$ cat config.mk
export PLATFORM = sky130hd
export DESIGN_NAME = serial_subtractor
export DESIGN_NICKNAME = d
export VERILOG_FILES = /design/src/rtl/serial_pkg.sv /design/src/rtl/full_subtractor.sv /design/src/rtl/serial_subtractor.sv
export SDC_FILE = /design/constraint.sdc
export NUM_CORES = 1
export LEC_CHECK = 0
export BUFFER_PORTS_ARGS = -buffer_cell sky130_fd_sc_hd__buf_2
export CAP_MARGIN = 20
export CORE_ASPECT_RATIO = 0.8
export CORE_MARGIN = 3
export CORE_UTILIZATION = 50
export CTS_CLUSTER_DIAMETER = 40
export CTS_CLUSTER_SIZE = 28
export DETAILED_ROUTE_END_ITERATION = 16
export GPL_TIMING_DRIVEN = 0
export PLACE_DENSITY = 0.85
export REMOVE_ABC_BUFFERS = 1
export SLEW_MARGIN = 15
export SYNTH_ARGS = -nofsm -noshare
export SYNTH_HDL_FRONTEND = slang
export SYNTH_SLANG_ARGS = --single-unit
$ cat constraint.sdc
create_clock -name clk -period 3 [get_ports clk]
set_input_delay 0.9 -clock clk [delete_from_list [all_inputs] [get_ports clk]]
set_output_delay 0.9 -clock clk [all_outputs]
set_load 0.01 [all_outputs]
$ cat src/rtl/serial_pkg.sv
// Shared types and helpers for the bit-serial subtractor: FSM encoding and
// the bit-counter width rule.
package serial_pkg;

  typedef enum logic [1:0] {
    IDLE  = 2'd0,
    SHIFT = 2'd1,
    DONE  = 2'd2
  } state_t;

  localparam int DEFAULT_WIDTH = 4;

  // Counter must hold 0..width, hence the +1.
  function automatic int cnt_width(input int width);
    return $clog2(width + 1);
  endfunction

  localparam int DEFAULT_CNT_W = cnt_width(DEFAULT_WIDTH);

endpackage

$ cat src/rtl/full_subtractor.sv
// One-bit full subtractor cell: d = a - b - bin, with borrow-out.
// Mirror of the full-adder cell used by the ripple-carry adder.
module full_subtractor (
  input  logic a,
  input  logic b,
  input  logic bin,
  output logic d,
  output logic bout
);

  assign d    = a ^ b ^ bin;
  assign bout = (~a & b) | (~(a ^ b) & bin);

endmodule

$ cat src/rtl/serial_subtractor.sv
// Bit-serial subtractor D = A - B - Bin, LSB first over WIDTH cycles, with a
// start/done handshake and registered result, borrow-out and signed overflow.
//
// state | meaning
// IDLE  | waiting for start; outputs hold the last result
// SHIFT | one bit per cycle through the full-subtractor cell
// DONE  | done pulse; a new start is accepted here for back-to-back use
module serial_subtractor
  import serial_pkg::*;
#(
  parameter int WIDTH = DEFAULT_WIDTH
) (
  input  logic             clk,
  input  logic             rst,
  input  logic             start,
  input  logic [WIDTH-1:0] A,
  input  logic [WIDTH-1:0] B,
  input  logic             Bin,
  output logic             busy,
  output logic             done,
  output logic [WIDTH-1:0] D,
  output logic             Bout,
  output logic             V
);

  localparam int CW = cnt_width(WIDTH);
  localparam logic [CW-1:0] LAST = CW'(WIDTH - 1);

  state_t           state;
  logic [WIDTH-1:0] a_sr;
  logic [WIDTH-1:0] b_sr;
  logic [WIDTH-1:0] res_sr;
  logic [WIDTH-1:0] res_next;
  logic             br;
  logic [CW-1:0]    cnt;
  logic             d_bit;
  logic             br_next;

  full_subtractor u_fs (
    .a    (a_sr[0]),
    .b    (b_sr[0]),
    .bin  (br),
    .d    (d_bit),
    .bout (br_next)
  );

  assign res_next = {d_bit, res_sr[WIDTH-1:1]};

  always_ff @(posedge clk or posedge rst) begin
    if (rst) begin
      state  <= IDLE;
      a_sr   <= '0;
      b_sr   <= '0;
      res_sr <= '0;
      br     <= 1'b0;
      cnt    <= '0;
      busy   <= 1'b0;
      done   <= 1'b0;
      D      <= '0;
      Bout   <= 1'b0;
      V      <= 1'b0;
    end else begin
      done <= 1'b0;
      case (state)
        IDLE, DONE: begin
          if (start) begin
            a_sr  <= A;
            b_sr  <= B;
            br    <= Bin;
            cnt   <= '0;
            busy  <= 1'b1;
            state <= SHIFT;
          end else begin
            state <= IDLE;
          end
        end
        SHIFT: begin
          a_sr   <= a_sr >> 1;
          b_sr   <= b_sr >> 1;
          res_sr <= res_next;
          br     <= br_next;
          cnt    <= cnt + CW'(1);
          if (cnt == LAST) begin
            // br here is the borrow into the MSB; V compares it with borrow-out.
            D     <= res_next;
            Bout  <= br_next;
            V     <= br ^ br_next;
            busy  <= 1'b0;
            done  <= 1'b1;
            state <= DONE;
          end
        end
        default: begin
          busy  <= 1'b0;
          state <= IDLE;
        end
      endcase
    end
  end

endmodule
==> flow_summary.rst <==
.. list-table::
   :header-rows: 1

   * - Metric
     - Value
   * - Critical path type
     - reg -> out
   * - Bufs on Longest Clock Path
     - 2
   * - Fill cell total of the finished layout
     - about 170
   * - First-pass GRT wire length
     - ~3.2 mm
   * - Commonest cells after routing, fill and taps aside
     - dfrtp_1, buf_2, inv_1
   * - Full die area
     - between 2000 and 3000 um2
   * - Post-synthesis xor/xnor area fraction
     - under 10%
   * - Hold-critical path depth
     - 2
   * - Cells after synthesis
     - 95
   * - Worst hold path type
     - reg -> reg
   * - Cell depth of the worst flop-to-flop path
     - 3
   * - Largest net degree at the start of global routing
     - 26
   * - CTS clk-pin slew, worst paths
     - roughly 0.12 ns
   * - Fraction of the mapped netlist area in adder cells
     - 3.974%
   * - Nature of the critical path endpoint
     - primary output
   * - First drt pass iteration count
     - 4
   * - Endpoint of the worst hold path
     - busy$_DFFE_PP0P_
   * - Area fraction in compound gates after synthesis
     - between 10% and 20%
   * - Period utilization
     - 58.27%
   * - Sw frac
     - between 30% and 40%
   * - Post-cts hold buffer count
     - 0
   * - Floorplan die height
     - 48.59 um
   * - Count of antenna diodes in the layout
     - 0
   * - Quantity of I/O buffers inserted on ports
     - 19
   * - Total negative setup slack
     - 0 ns
   * - Layout Nets
     - approximately 130
   * - Total GRT Usage
     - 14.08%
   * - Register share of total power
     - a little under half
   * - Cell count after placement
     - 133
   * - Number of buffers inserted during clock tree synthesis
     - 3
   * - Final worst slack
     - about 1.3 ns
   * - Area of the core
     - 2014 um2
   * - Max stage delay cell, worst path
     - dfrtp_1
   * - Synthesis-stage register bit count
     - 25
   * - Comb power frac
     - between 40% and 50%
   * - Tightest slew margin relative to the limit
     - about 39%
   * - Worst flop-to-flop path endpoint
     - b_sr[2]$_DFFE_PP0P_
   * - Area of the mapped netlist
     - roughly 1100 um2
   * - Count of final setup violators
     - 0
   * - Grt ovf
     - 0
   * - Root Buffer
     - clkbuf_4
   * - Number of DRC violations after detailed-routing iteration 0
     - 12
   * - Post-layout utilization of the core
     - approximately 62%
   * - Share of cell area taken by muxes after synthesis
     - 11.37%
   * - Portion of synthesized cell area occupied by the leading cell type
     - roughly 55%
   * - Worst IR Drop VDD
     - 0.5845 mV
   * - Placed wire-length estimate after detailed placement
     - 1.375 mm
   * - Number of buffers added for setup after CTS
     - 0
   * - Cell taking the most area after synthesis
     - dfrtp_1
   * - Worst-skew pair later-pin latency
     - 0.31 ns
   * - Die X
     - 59.24 um
   * - Number of H-tree branching levels
     - 1
   * - Number of nets with antenna violations after detailed routing
     - 0
   * - Crit-path max FO
     - 2
   * - Synthesis Warnings
     - 0
   * - Residual DRC
     - 0
   * - DP Area
     - 1215 um2
   * - Clock Power Share
     - between 10% and 20%
   * - Growth of design area from synthesis to finish
     - 9.492%
   * - Worst-case hold slack
     - ~0.49 ns
   * - Number of placement rows
     - 14
   * - Design Power
     - about 1.3 mW
   * - Power density cells
     - between 1000 and 1500 nW/um2
   * - Hold Violations, Final
     - 0
   * - Max-cap violations
     - 0
   * - Yosys cell types
     - 26
   * - Total vias in the final route
     - 721
   * - Via count of the first global-routing pass
     - about 730
   * - FMAX
     - between 500 and 600 MHz
   * - Worst path max stage delay
     - about 0.40 ns
   * - Fin. max-slew vios
     - 0
   * - I/O pin total
     - 20
   * - Number of clock sinks
     - 25
   * - Required @ worst endpoint
     - around 2.1 ns
   * - Largest family of logic cells by synthesized area
     - compound AO/OA/AOI/OAI gates
   * - Cell breakdown of the critical path
     - buf_2
   * - Worst Tran Pin Value
     - ~0.91 ns
   * - Startpoint of the worst setup timing path
     - D[0]$_DFFE_PP0P_
   * - Total wire length after detailed routing
     - between 1.5 and 2 mm
   * - Unrepaired setup endpoints after global routing
     - no
   * - Sequential Area
     - about 630 um2
   * - Max Clock Skew
     - around 0.0057 ns
   * - Reg-to-reg critical path startpoint
     - state[0]$_DFFE_PP0P_
   * - Part of the Yosys area used for sequential elements
     - a little under three fifths
   * - Post-route standard cell area excluding fillers
     - around 1200 um2
   * - Number of antenna violations at the first check in global routing
     - 0
   * - Switching power total
     - 0.4818 mW
   * - Final routed wire length divided by cell count
     - 13.25 um
   * - Startpoint class of the critical path
     - flop
   * - Largest cells by area after synthesis
     - dfrtp_1, mux2_4, inv_1
   * - Mean area per synthesized cell
     - around 12 um2
   * - Crit path buf inv count
     - 1
   * - Pint
     - between 0.8 and 0.9 mW
   * - Most common cell after layout, fill and taps aside
     - dfrtp_1
   * - TritonCTS clock tree
     - yes
   * - Hold path start
     - busy$_DFFE_PP0P_
   * - Fin crit period
     - around 1.7 ns
   * - Pleak
     - between 0.6 and 0.7 nW
   * - Top cell family by delay on the critical path
     - flip-flops
   * - Signal arrival time at the worst endpoint
     - around 0.85 ns
   * - Starting density of the core
     - 56.27%
   * - Vias per cell
     - roughly 5.3
   * - Cts repair resizes
     - 0
   * - Area of the multi-input gates
     - roughly 420 um2
   * - Post-synthesis simple-gate area fraction
     - just over 8%
   * - Final cell count without fillers
     - between 100 and 150
   * - Flop-to-flop setup slack
     - roughly 1.3 ns
   * - Placement Setup Slack
     - between 0.9 and 1 ns
   * - Final weighted congestion in routability-driven placement
     - roughly 0.75
   * - Layout cell share with drive strength beyond 1
     - between 20 and 30%
   * - Result of the run
     - completed
cells by family (layout without fill, tap and decap cells):
| logic type | after synthesis | in the layout |
|---|---|---|
| AOI/OAI and AO/OA | 23 | 23 |
| xor gates and xnor gates | 2 | 2 |
| adders and majority gates | 3 | 3 |
| buffers and inverters | 18 | 36 |
| DFF | 25 | 25 |
| muxes | 10 | 10 |
| and+or+nand+nor | 14 | 14 |
cell type report:
class	count	share of cell area (%)
clock buffers	4	2.117
inverters	13	3.931
multi-input cells	52	33.47
flip-flops and latches	25	50.40
well taps	24	2.419
repair buffers	19	7.661
synthesized netlist by cell type:
master,number
nor2_1,1
buf_6,3
clkbuf_2,1
nand2b_4,1
mux2_4,5
mux2_2,3
nand3_1,2
nand3b_4,1
mux2i_1,2
a22o_1,1
a211oi_1,1
dfrtp_1,25
ha_1,2
buf_2,1
and2_0,1
xor2_1,1
xnor2_1,1
nand2b_1,2
nor2b_1,1
inv_1,13
o22ai_1,6
fa_1,1
o21ai_0,7
nand2_1,5
a21oi_1,7
o2bb2ai_1,1
power by group through the flow:
stage	registers (mW)	clock network, mW	logic, mW
after floorplan	0.620	0	0.423
after global placement	0.612	0	0.552
after detailed placement	0.625	0	0.585
after CTS	0.617	0.147	0.585
after global routing	0.641	0.167	0.641
final	0.617	0.143	0.575
registers in the layout (all words and copies together) (netlist names), 2 cells and up:
| register | count |
|---|---|
| D | 4 |
| a_sr | 4 |
| b_sr | 4 |
| cnt | 3 |
| res_sr | 3 |
| state | 2 |
layer usage:
layer	part of all wire (%)	track usage [%]	up-vias
li1	-	-	355
met1	44	17.78	348
met2	49	23.27	18
met3	6.9	5.053	0
met4	0	2.264	0
met5	0	0	-
how the worst max path moves through the flow:
| stage | depth (start not counted) | slack, ns | endpoint |
|---|---|---|---|
| after global placement | 4 | 1.03 | a_sr[1]$_DFFE_PP0P_ |
| after global routing | 3 | 1.17 | b_sr[1]$_DFFE_PP0P_ |
| after CTS | 1 | 1.24 | D[0] |
| final | 1 | 1.25 | D[0] |
| after floorplan | 3 | 1.37 | a_sr[0]$_DFFE_PP0P_ |
| after detailed placement | 4 | 0.97 | a_sr[1]$_DFFE_PP0P_ |
Note: power is estimated with default switching activity, not from simulation.
